[src/rtl/comparator_scan_sequencer.sv]
// comparator_scan_sequencer: walks halfstrips firing test pulses and publishes the expected comparator response.
// Optional macro SCAN_TIMEOUT_EN ends the scan with a sticky timeout when the injector never acknowledges.
module comparator_scan_sequencer #(
    parameter int SETTLE_CYCLES = 8,
    parameter int ACK_TIMEOUT   = 16
) (
    input  logic        clk,
    input  logic        rst_n,
    input  logic        start,
    input  logic        abort,
    input  logic [15:0] num_pulses,
    input  logic [4:0]  strip_first,
    input  logic [4:0]  strip_last,
    input  logic        pulser_ready,
    output logic        fire_pulse,
    output logic [31:0] halfstrips_expect,
    output logic        compout_expect,
    output logic [4:0]  strip_idx,
    output logic [15:0] pulse_cnt,
    output logic        busy,
    output logic        done,
    output logic        timeout
);
    localparam logic [2:0] IDLE      = 3'd0;
    localparam logic [2:0] SETTLE    = 3'd1;
    localparam logic [2:0] FIRE      = 3'd2;
    localparam logic [2:0] WAIT_ACK  = 3'd3;
    localparam logic [2:0] WAIT_DONE = 3'd4;
    localparam logic [2:0] NEXT      = 3'd5;
    localparam logic [2:0] FINISH    = 3'd6;

    localparam logic [7:0] SETTLE_LIM = 8'(SETTLE_CYCLES - 1);
    localparam logic [7:0] ACK_LIM    = 8'(ACK_TIMEOUT - 1);

    logic [2:0]  state;
    logic [7:0]  cnt;
    logic [15:0] np;
    logic [4:0]  last;

    assign busy              = state != IDLE;
    assign fire_pulse        = state == FIRE && pulser_ready && !abort;
    assign done              = state == FINISH && !abort;
    assign compout_expect    = busy;
    assign halfstrips_expect = busy ? 32'h1 << strip_idx : 32'h0;

    always_ff @(posedge clk or negedge rst_n) begin
        if (!rst_n) begin
            state     <= IDLE;
            cnt       <= '0;
            np        <= '0;
            last      <= '0;
            strip_idx <= '0;
            pulse_cnt <= '0;
        end else if (abort && busy) begin
            state <= IDLE;
        end else begin
            case (state)
                IDLE: if (start) begin
                    np        <= num_pulses;
                    last      <= strip_last;
                    strip_idx <= strip_first;
                    pulse_cnt <= '0;
                    cnt       <= '0;
                    state     <= (num_pulses == 16'd0 || strip_first > strip_last) ? FINISH : SETTLE;
                end
                SETTLE: begin
                    cnt <= (cnt == SETTLE_LIM) ? 8'd0 : cnt + 8'd1;
                    if (cnt == SETTLE_LIM) state <= FIRE;
                end
                FIRE: if (pulser_ready) state <= WAIT_ACK;
                WAIT_ACK: if (!pulser_ready) state <= WAIT_DONE;
`ifdef SCAN_TIMEOUT_EN
                    else if (cnt == ACK_LIM) state <= FINISH;
`endif
                    else if (cnt != ACK_LIM) cnt <= cnt + 8'd1;
                WAIT_DONE: if (pulser_ready) begin
                    pulse_cnt <= pulse_cnt + 16'd1;
                    state     <= NEXT;
                end
                NEXT: begin
                    cnt <= '0;
                    if (pulse_cnt < np) state <= SETTLE;
                    else if (strip_idx < last) begin
                        strip_idx <= strip_idx + 5'd1;
                        pulse_cnt <= '0;
                        state     <= SETTLE;
                    end else state <= FINISH;
                end
                FINISH: state <= IDLE;
                default: state <= IDLE;
            endcase
        end
    end

`ifdef SCAN_TIMEOUT_EN
    // Sticky until the next accepted start so software can read it after done.
    always_ff @(posedge clk or negedge rst_n) begin
        if (!rst_n) timeout <= 1'b0;
        else if (state == IDLE && start) timeout <= 1'b0;
        else if (state == WAIT_ACK && pulser_ready && cnt == ACK_LIM && !abort) timeout <= 1'b1;
    end
`else
    assign timeout = 1'b0;
`endif
endmodule

[config.mk]
export PLATFORM = sky130hd
export DESIGN_NAME = comparator_scan_sequencer
export DESIGN_NICKNAME = d
export VERILOG_FILES = /design/src/rtl/comparator_scan_sequencer.sv
export SDC_FILE = /design/constraint.sdc
export NUM_CORES = 1
export LEC_CHECK = 0
export ABC_AREA = 1
export BUFFER_PORTS_ARGS = -buffer_cell sky130_fd_sc_hd__buf_2
export CAP_MARGIN = 40
export CELL_PAD_IN_SITES_DETAIL_PLACEMENT = 0
export CELL_PAD_IN_SITES_GLOBAL_PLACEMENT = 2
export CORE_UTILIZATION = 30
export CTS_BUF_LIST = sky130_fd_sc_hd__clkbuf_16
export DETAILED_ROUTE_END_ITERATION = 16
export PLACE_DENSITY = 0.83
export SETUP_SLACK_MARGIN = 0.05
export SKIP_CTS_REPAIR_TIMING = 1
export SLEW_MARGIN = 20
export SYNTH_ARGS = -nofsm -noshare
export SYNTH_HDL_FRONTEND = slang
export SYNTH_SLANG_ARGS = --single-unit
[constraint.sdc]
create_clock -name clk -period 2.4 [get_ports clk]
set_input_delay 0 -clock clk [delete_from_list [all_inputs] [get_ports clk]]
set_output_delay 0 -clock clk [all_outputs]
set_load 0.02 [all_outputs]
==> reports/qor.txt, run 1 <==
Core ar.: 12570 um^2
Initial antenna violation count: 0
Setup crit start: pulse_cnt[5]
Pwr per Cell Area: 916.2 nW/um^2
Chip width: 115.5 um
Worst Setup EP: pulse_cnt[9]
Startpoint Class: flop
DR WL/cell: 12.63 um
CTS H-tree lvls: 2
Ys async rst share: 100.0%
Crit Path Class: flop to flop
Worst Max-Slew Pin Slew: 0.7287 ns
Via density: 4.537
Vias: 3698
HP Start: num_pulses[8]
Initial core utilization: 30.72%
Max_slew headroom: 51.42%
Layout cell share with drive strength beyond 1: 18.97%
Num CTS Buffers: 5
CP Capture Type: flop
Worst Hold Class: input pin to flop
Final worst path period share: 86.57%
Clk Latency, worst-skew pair: 0.29 ns
VDD IR-drop max: 0.3761 mV
Fillers: 1383
Area Overhead vs Synth: 19.80%
Worst reg2reg endpoint: pulse_cnt[9]
Synth Area in XOR/XNOR: 2.041%
Final Net Count: 706
DR DRC count: 0
Main synth FF type: dfrtp_1
Crit path time final: 2.078 ns
I/O Buffers: 87
Worst-path maximum fanout: 32
Launch point of the worst reg-to-reg path: pulse_cnt[5]
Total of max-cap violations: 0
Syn Area/Cell: 6.957 um^2
Synth Area in Compound Gates: 10.27%
Post-synth EDFFs: 0
Fin. max-slew vios: 0
Skew final: 0.007720 ns
Overflow after GRT: 0
Clk slew on worst S/H paths: 0.07 ns
Clock root cell: clkbuf_16
Failing checks: hold timing
Leak: 2.498 nW
Sequential area share after synthesis: 34.35%
Place WS: 0.3398 ns
CTS tree: done
Top-area cell type share of the netlist area: 34.35%
IO Pins: 89
Mapped Nets: 618
Post-synth top area cell: dfrtp_1
Synth unique cells: 37
Die Area: 13330 um^2
Final hold violations: 6
R2r setup slk: 0.32 ns
Synth Area in Adders: 10.37%
Top cells by area, synth: dfrtp_1, nand2_1, ha_1, inv_1, nor2_1
Most frequent cell after synthesis: nand2_1
Global placer's final weighted congestion: 0.8058
Vias in the first global route: 3430
Simple-Gate Fraction of Synth Area: 32.24%
Hold Slack: -0.01607 ns
Post-Synthesis Cells: 555
Drt pass-1 iters: 4
Most frequent cells after synthesis: nand2_1, inv_1, nor2_1
Die Y-Extent: 115.5 um
Global-route wire length before repair: 16960 um
Largest net degree at the start of global routing: 54
F_max: 0.4813 GHz
Final setup TNS: 0 ns
Multi-input logic area: 2136 um^2
Final Setup Violations: 0
Post-layout util: 36.80%
Num Clock Sinks: 53
Largest family of logic cells by synthesized area: simple AND/OR/NAND/NOR gates
Slowest cell on crit path: dfrtp_1
Dpl hpwl: 7923 um
Crit path DAT: 2.28 ns
Status: finished, violations left
Routed WL: 10290 um
Multiplexer share of the synthesized area: 0.2916%
Post-Syn Area: 3861 um^2
Worst Path Required: 2.61 ns
Gr usage total: 16.01%
CP Cell Sequence: ha_1 -> a21oi_1 -> nor2_1 -> nor3_1 -> nand2_1 -> nand2_1 -> nand3_2 -> nand2_4 -> nand2_1 -> o21ai_1
RSZ-0062 raised after global routing: false
Row Count: 41
FF-to-FF path depth: 10
N_diodes: 0
Clock Path Buffers: 2
Slowest stage delay, CP: 0.44 ns
First-iteration detailed-routing DRC count: 154
Synth Warn #: 0
Remaining antenna violation count: 0
FF/Latch Area: 1326 um^2
PnR worst setup slack: 0.3224 ns
Cell mode on critical path: nand2_1
Register bit total from synthesis: 53
==> state kept, by name (all words and copies together) (netlist names) <==
| name | flops |
|---|---|
| strip_idx | 5 |
| cnt | 8 |
| last | 5 |
| pulse_cnt | 16 |
| np | 16 |
| state | 3 |
==> layout make-up <==
| class | count | share of cell area (%) |
|---|---|---|
| Sequential cell | 53 | 28.67 |
| Clock buffer | 5 | 2.705 |
| Clock inverter | 2 | 0.1623 |
| Tap cell | 172 | 4.652 |
| Multi-Input combinational cell | 405 | 46.17 |
| Inverter | 82 | 6.654 |
| Timing Repair Buffer | 96 | 10.98 |
==> per-stage QoR <==
stage	cell area, um^2	hold slack, ns	total power [W]	instances
final	4626	-0.01607	0.004238	815
after global routing	4626	0.01174	0.004673	815
after CTS	4606	-0.1102	0.004295	813
after detailed placement	4473	0.1975	0.003577	806
after global placement	4473	0.1941	0.003545	806
after floorplan	3861	-0.2956	0.003021	555
==> layout by cell type, fill, tap and decap left out <==
| cell | synthesis | final |
|---|---|---|
| clkinv_1 | 3 | 4 |
| a31oi_1 | 1 | 1 |
| nor2_2 | 2 | 2 |
| nor4_1 | 1 | 1 |
| clkbuf_16 | 0 | 5 |
| a21oi_1 | 14 | 14 |
| conb_1 | 1 | 1 |
| buf_4 | 3 | 7 |
| xor2_1 | 9 | 9 |
| o21bai_1 | 1 | 1 |
| nor3b_1 | 1 | 1 |
| nand2_1 | 144 | 144 |
| dfrtp_1 | 53 | 53 |
| o21ai_0 | 35 | 35 |
| a21boi_1 | 1 | 1 |
| mux2_2 | 1 | 1 |
| inv_2 | 5 | 5 |
| nor2_1 | 56 | 56 |
| or2_2 | 10 | 10 |
| nand2_4 | 1 | 1 |
| ha_1 | 32 | 32 |
| dlygate4sd3_1 | 0 | 2 |
| nor3_1 | 8 | 8 |
| o2111ai_1 | 1 | 1 |
| buf_2 | 1 | 87 |
| a21o_1 | 1 | 1 |
| o31ai_1 | 1 | 1 |
| o21ai_1 | 18 | 18 |
| nand3_1 | 40 | 40 |
| or2_1 | 2 | 2 |
| inv_1 | 74 | 75 |
| a2bb2oi_1 | 1 | 1 |
| nand3_2 | 1 | 1 |
| nand4_1 | 18 | 18 |
| nand2_2 | 3 | 3 |
| o211ai_1 | 1 | 1 |
==> kinds of logic after synthesis <==
logic type,after synthesis
flops,53
buf+inv,97
xor+xnor,9
simple gates,287
fa+ha+maj,32
mux,1
compound gates,75
other cells,1
==> layer usage <==
metal,vias to the layer above,wire (um),global-route usage (%)
li1,1957,-,-
met1,1686,5160,22.62
met2,49,4785,26.23
met3,6,258,2.144
met4,0,88,3.117
met5,-,0,0
==> worst max-delay path, delay by kind of cell, from the launching register on <==
family                   cells  cell delay (ns)
AND/OR/NAND/NOR              7             0.98
adder cells (fa/ha/maj)      1             0.33
AO/OA/AOI/OAI                2             0.24
flip-flops                   1             0.44
==> worst min path at each step <==
stage	to	slack, ns	cells past startpoint
2_1_floorplan	cnt[0]	-0.30	0
3_3_place_gp	pulse_cnt[10]	0.19	2
3_5_place_dp	pulse_cnt[10]	0.20	2
4_1_cts	pulse_cnt[8]	-0.11	2
5_1_grt	np[11]	0.01	3
6_report	np[8]	-0.02	3
==> power breakdown <==
group	leakage [nW]	switching, W	total [W]	internal [W]
registers	0.695	0.000198	0.00134	0.00115
clock network	0.0685	0.000321	0.000696	0.000375
logic	1.73	0.00151	0.00220	0.000690
total	2.50	0.00203	0.00424	0.00221
(Power assumes the default switching activity.)
==> run 2: changes to the inputs <==
Settings changed: CORE_MARGIN from default to 3.
==> reports/qor.txt, run 2 (synthesis results as in run 1) <==
Startpoint Class: flop (unchanged)
Vias in the first global route: 3615 (was 3430)
Vias: 3783 (was 3698)
Global-route wire length before repair: 18040 um (was 16960 um)
Global placer's final weighted congestion: 0.7837 (was 0.8058)
Pwr per Cell Area: 917.2 nW/um^2 (was 916.2 nW/um^2)
VDD IR-drop max: 0.3792 mV (was 0.3761 mV)
Post-layout util: 38.10% (was 36.80%)
Final worst path period share: 85.07% (was 86.57%)
Worst-path maximum fanout: 32 (unchanged)
CP Capture Type: flop (unchanged)
DR DRC count: 0 (unchanged)
Worst Hold Class: input pin to flop (unchanged)
Final hold violations: 8 (was 6)
Dpl hpwl: 8503 um (was 7923 um)
Num CTS Buffers: 5 (unchanged)
Final setup TNS: 0 ns (unchanged)
Die Y-Extent: 119.5 um (was 115.5 um)
RSZ-0062 raised after global routing: false (unchanged)
Drt pass-1 iters: 5 (was 4)
Largest net degree at the start of global routing: 35 (was 54)
Crit path time final: 2.042 ns (was 2.078 ns)
Num Clock Sinks: 53 (unchanged)
Crit path DAT: 2.27 ns (was 2.28 ns)
Biggest regs: np x16, pulse_cnt x16, cnt x8 (unchanged)
Status: finished, violations left (unchanged)
N_diodes: 0 (unchanged)
CTS tree: done (unchanged)
Row Count: 40 (was 41)
Layout cell share with drive strength beyond 1: 19.23% (was 18.97%)
I/O Buffers: 87 (unchanged)
IO Pins: 89 (unchanged)
Failing checks: hold timing (unchanged)
Die Area: 14270 um^2 (was 13330 um^2)
Total of max-cap violations: 0 (unchanged)
Final Setup Violations: 0 (unchanged)
Commonest non-fill, non-tap cell in the layout: nand2_1 (unchanged)
Via density: 4.625 (was 4.537)
DR WL/cell: 13.17 um (was 12.63 um)
Clock Path Buffers: 2 (unchanged)
Most frequent cells in the layout: nand2_1, buf_2, inv_1, nor2_1, dfrtp_1 (unchanged)
Remaining antenna violation count: 0 (unchanged)
Skew final: 0.007153 ns (was 0.007720 ns)
Initial core utilization: 31.36% (was 30.72%)
Gr usage total: 15.56% (was 16.01%)
Worst Path Required: 2.63 ns (was 2.61 ns)
First-iteration detailed-routing DRC count: 161 (was 154)
Hold Slack: -0.03990 ns (was -0.01607 ns)
Initial antenna violation count: 0 (unchanged)
Chip width: 119.5 um (was 115.5 um)
Crit Path Class: flop to flop (unchanged)
Routed WL: 10770 um (was 10290 um)
Core ar.: 12310 um^2 (was 12570 um^2)
CTS H-tree lvls: 2 (unchanged)
Fin. max-slew vios: 0 (unchanged)
Clk Latency, worst-skew pair: 0.31 ns (was 0.29 ns)
Leak: 2.524 nW (was 2.498 nW)
F_max: 0.4898 GHz (was 0.4813 GHz)
Clock root cell: clkbuf_16 (unchanged)
Area Overhead vs Synth: 21.48% (was 19.80%)
R2r setup slk: 0.36 ns (was 0.32 ns)
Final Net Count: 712 (was 706)
Overflow after GRT: 0 (unchanged)
Clk slew on worst S/H paths: 0.07 ns (about the same)
[run 2: cell type report]
| cell class | count | area, um^2 |
|---|---|---|
| Multi-Input combinational cell | 405 | 2136 |
| Inverter | 82 | 307.8 |
| Sequential cell | 53 | 1326 |
| Tap cell | 168 | 210.2 |
| Clock buffer | 5 | 125.1 |
| Fill cell | 1371 | 7621 |
| Timing Repair Buffer | 102 | 568.0 |
| Clock inverter | 3 | 17.52 |
[run 2: worst max-delay path: stages, from the launching register on]
cell and delay, ns:
dfrtp_1 0.43, ha_1 0.33, a21oi_1 0.15, nor2_1 0.05, nor3_1 0.12, nand2_1 0.09
nand2_1 0.10, nand3_2 0.18, nand2_4 0.33, nand2_1 0.09, o21ai_1 0.08
[run 2: worst paths after layout]
check / startpoint / endpoint / cells past startpoint
max: pulse_cnt[5] / pulse_cnt[10] / 10
max in group asynchronous: rst_n / np[3] / 3
min: num_pulses[14] / np[14] / 3
max reg2reg: pulse_cnt[5] / pulse_cnt[10] / 10
min in group asynchronous: rst_n / pulse_cnt[6] / 2
min reg2reg: np[13] / np[13] / 2
[run 2: through the flow]
step	total power [W]	setup slack [ns]	cells	instance area [um^2]	hold slack (ns)
after detailed placement	0.003588	0.3721	802	4468	-0.1092
after floorplan	0.003021	0.5712	555	3861	-0.2956
after CTS	0.004360	0.3413	810	4611	-0.4438
after global routing	0.004749	0.1211	818	4691	0.002095
after global placement	0.003559	0.4200	802	4468	-0.1139
final	0.004302	0.3583	818	4691	-0.03990
[run 2: power by group]
group / total, W / switching, W / internal [W]
Sequential: 0.00136 / 0.000209 / 0.00115
Clock: 0.000745 / 0.000361 / 0.000384
Combinational: 0.00220 / 0.00151 / 0.000696
[run 2: metal layers]
layer | track usage, % | vias up | wire (um)
li1 | - | 1966 | -
met1 | 21.48 | 1741 | 5188
met2 | 25.07 | 70 | 5125
met3 | 3.561 | 6 | 368
met4 | 3.006 | 0 | 91
met5 | 0 | - | 0
==> run 3: changes to the inputs <==
==> constraint.sdc (replaced) <==
create_clock -name clk -period 2.4 [get_ports clk]
set_input_delay 0.36 -clock clk [delete_from_list [all_inputs] [get_ports clk]]
set_output_delay 0.36 -clock clk [all_outputs]
set_load 0.02 [all_outputs]
==> reports/qor.txt, run 3 (synthesis results as in run 1) <==
Via density: 4.580 (was 4.625)
Row Count: 40 (unchanged)
Skew final: 0.01078 ns (was 0.007153 ns)
Area Overhead vs Synth: 19.31% (was 21.48%)
Leak: 2.485 nW (was 2.524 nW)
Initial antenna violation count: 0 (unchanged)
Vias in the first global route: 3588 (was 3615)
Num Clock Sinks: 53 (unchanged)
DR WL/cell: 13.13 um (was 13.17 um)
Max_slew headroom: 51.39%
First-iteration detailed-routing DRC count: 173 (was 161)
Layout cell share with drive strength beyond 1: 19.19% (was 19.23%)
Slowest stage delay, CP: 0.43 ns (about the same)
Final Instance Count excl. Fillers: 809 (was 818)
Crit path DAT: 1.74 ns (was 2.27 ns)
Commonest non-fill, non-tap cell in the layout: nand2_1 (unchanged)
Overflow after GRT: 0 (unchanged)
N_diodes: 0 (unchanged)
Worst Path Required: 2.04 ns (was 2.63 ns)
Final worst path period share: 87.69% (was 85.07%)
Worst Max-Slew Pin Slew: 0.7291 ns
PnR worst setup slack: 0.2955 ns (was 0.3583 ns)
Initial core utilization: 31.36% (unchanged)
IO Pins: 89 (unchanged)
Global placer's final weighted congestion: 0.7633 (was 0.7837)
Final Setup Violations: 0 (unchanged)
Drt pass-1 iters: 5 (unchanged)
Core ar.: 12310 um^2 (unchanged)
Clk slew on worst S/H paths: 0.07 ns (about the same)
Num CTS Buffers: 5 (unchanged)
Final instance area: 4607 um^2 (was 4691 um^2)
Post-layout util: 37.42% (was 38.10%)
Clock root cell: clkbuf_16 (unchanged)
Final setup TNS: 0 ns (unchanged)
Worst Path Buf+Inv: 4 (was 0)
Worst Hold Class: input pin to async pin (was input pin to flop)
Pwr per Cell Area: 926.5 nW/um^2 (was 917.2 nW/um^2)
DR DRC count: 0 (unchanged)
Routed WL: 10620 um (was 10770 um)
VDD IR-drop max: 0.4092 mV (was 0.3792 mV)
Most frequent cells in the layout: nand2_1, buf_2, inv_1, nor2_1, dfrtp_1 (unchanged)
I/O Buffers: 87 (unchanged)
Crit path time final: 2.105 ns (was 2.042 ns)
Chip width: 119.5 um (unchanged)
Dpl hpwl: 8213 um (was 8503 um)
CTS tree: done (unchanged)
CP Capture Type: output port (was flop)
Clock Path Buffers: 2 (unchanged)
CP top delay family: buffers and inverters (was simple AND/OR/NAND/NOR gates)
RSZ-0062 raised after global routing: false (unchanged)
Gr usage total: 15.20% (was 15.56%)
Die Area: 14270 um^2 (unchanged)
F_max: 0.4752 GHz (was 0.4898 GHz)
Global-route wire length before repair: 18040 um (about the same)
Place WS: 0.3526 ns (was 0.3721 ns)
Cell area after placement: 4461 um^2 (was 4468 um^2)
Biggest regs: np x16, pulse_cnt x16, cnt x8 (unchanged)
Vias: 3705 (was 3783)
Fin. max-slew vios: 0 (unchanged)
CP Cell Sequence: inv_2 -> nand2_2 -> inv_1 -> nor2_1 -> inv_2 -> nor2_1 -> buf_2 (was ha_1 -> a21oi_1 -> nor2_1 -> nor3_1 -> nand2_1 -> nand2_1 -> nand3_2 -> nand2_4 -> nand2_1 -> o21ai_1)
Total of max-cap violations: 0 (unchanged)
Final hold violations: 0 (was 8)
CTS H-tree lvls: 2 (unchanged)
Largest net degree at the start of global routing: 54 (was 35)
Status: completed (was finished, violations left)
Clk Latency, worst-skew pair: 0.29 ns (was 0.31 ns)
Slowest cell on crit path: dfrtp_1 (unchanged)
Placed cells: 801 (was 802)
Die Y-Extent: 119.5 um (unchanged)
Remaining antenna violation count: 0 (unchanged)
Worst-path maximum fanout: 14 (was 32)
Crit Path Class: flop to output port (was flop to flop)
Final Net Count: 703 (was 712)
Startpoint Class: flop (unchanged)
run 3: worst paths after layout:
kind | from | end | slack [ns] | cells past startpoint
worst max-delay path | state[2] | halfstrips_expect[4] | 0.30 | 7
worst min-delay path | rst_n | np[11] | 0.20 | 2
worst max register to register | pulse_cnt[11] | pulse_cnt[6] | 0.41 | 9
worst min register to register | np[11] | np[11] | 0.48 | 2
max in group asynchronous | rst_n | strip_idx[2] | 1.71 | 2
min in group clk | num_pulses[12] | np[12] | 0.34 | 3
run 3: area by class of cell:
| cell class | count | area (um^2) |
|---|---|---|
| clock buffers | 5 | 125.1 |
| clock inverters | 3 | 12.51 |
| fillers | 1367 | 7705 |
| inverters | 82 | 307.8 |
| multi-input cells | 405 | 2145 |
| flip-flops and latches | 53 | 1326 |
| well taps | 168 | 210.2 |
| repair buffers | 93 | 480.5 |
run 3: through the flow:
step / hold slack (ns) / total power (W)
final: 0.2045 / 0.004268
after global routing: 0.2733 / 0.004735
after CTS: 0.2454 / 0.004311
after detailed placement: 0.4727 / 0.003588
after global placement: 0.4683 / 0.003553
after floorplan: 0.06441 / 0.003021
run 3: where the power goes:
| group | switching [W] | total [W] | internal (W) |
|---|---|---|---|
| Combinational | 0.00150 | 0.00220 | 0.000695 |
| Clock | 0.000326 | 0.000705 | 0.000379 |
| Sequential | 0.000218 | 0.00136 | 0.00115 |
| Total | 0.00205 | 0.00427 | 0.00222 |
run 3: layer usage:
| layer | share of wire, % | track usage, % |
|---|---|---|
| met1 | 48 | 21.35 |
| met2 | 47 | 25.18 |
| met3 | 3.9 | 2.137 |
| met4 | 0.96 | 2.720 |
| met5 | 0 | 0 |
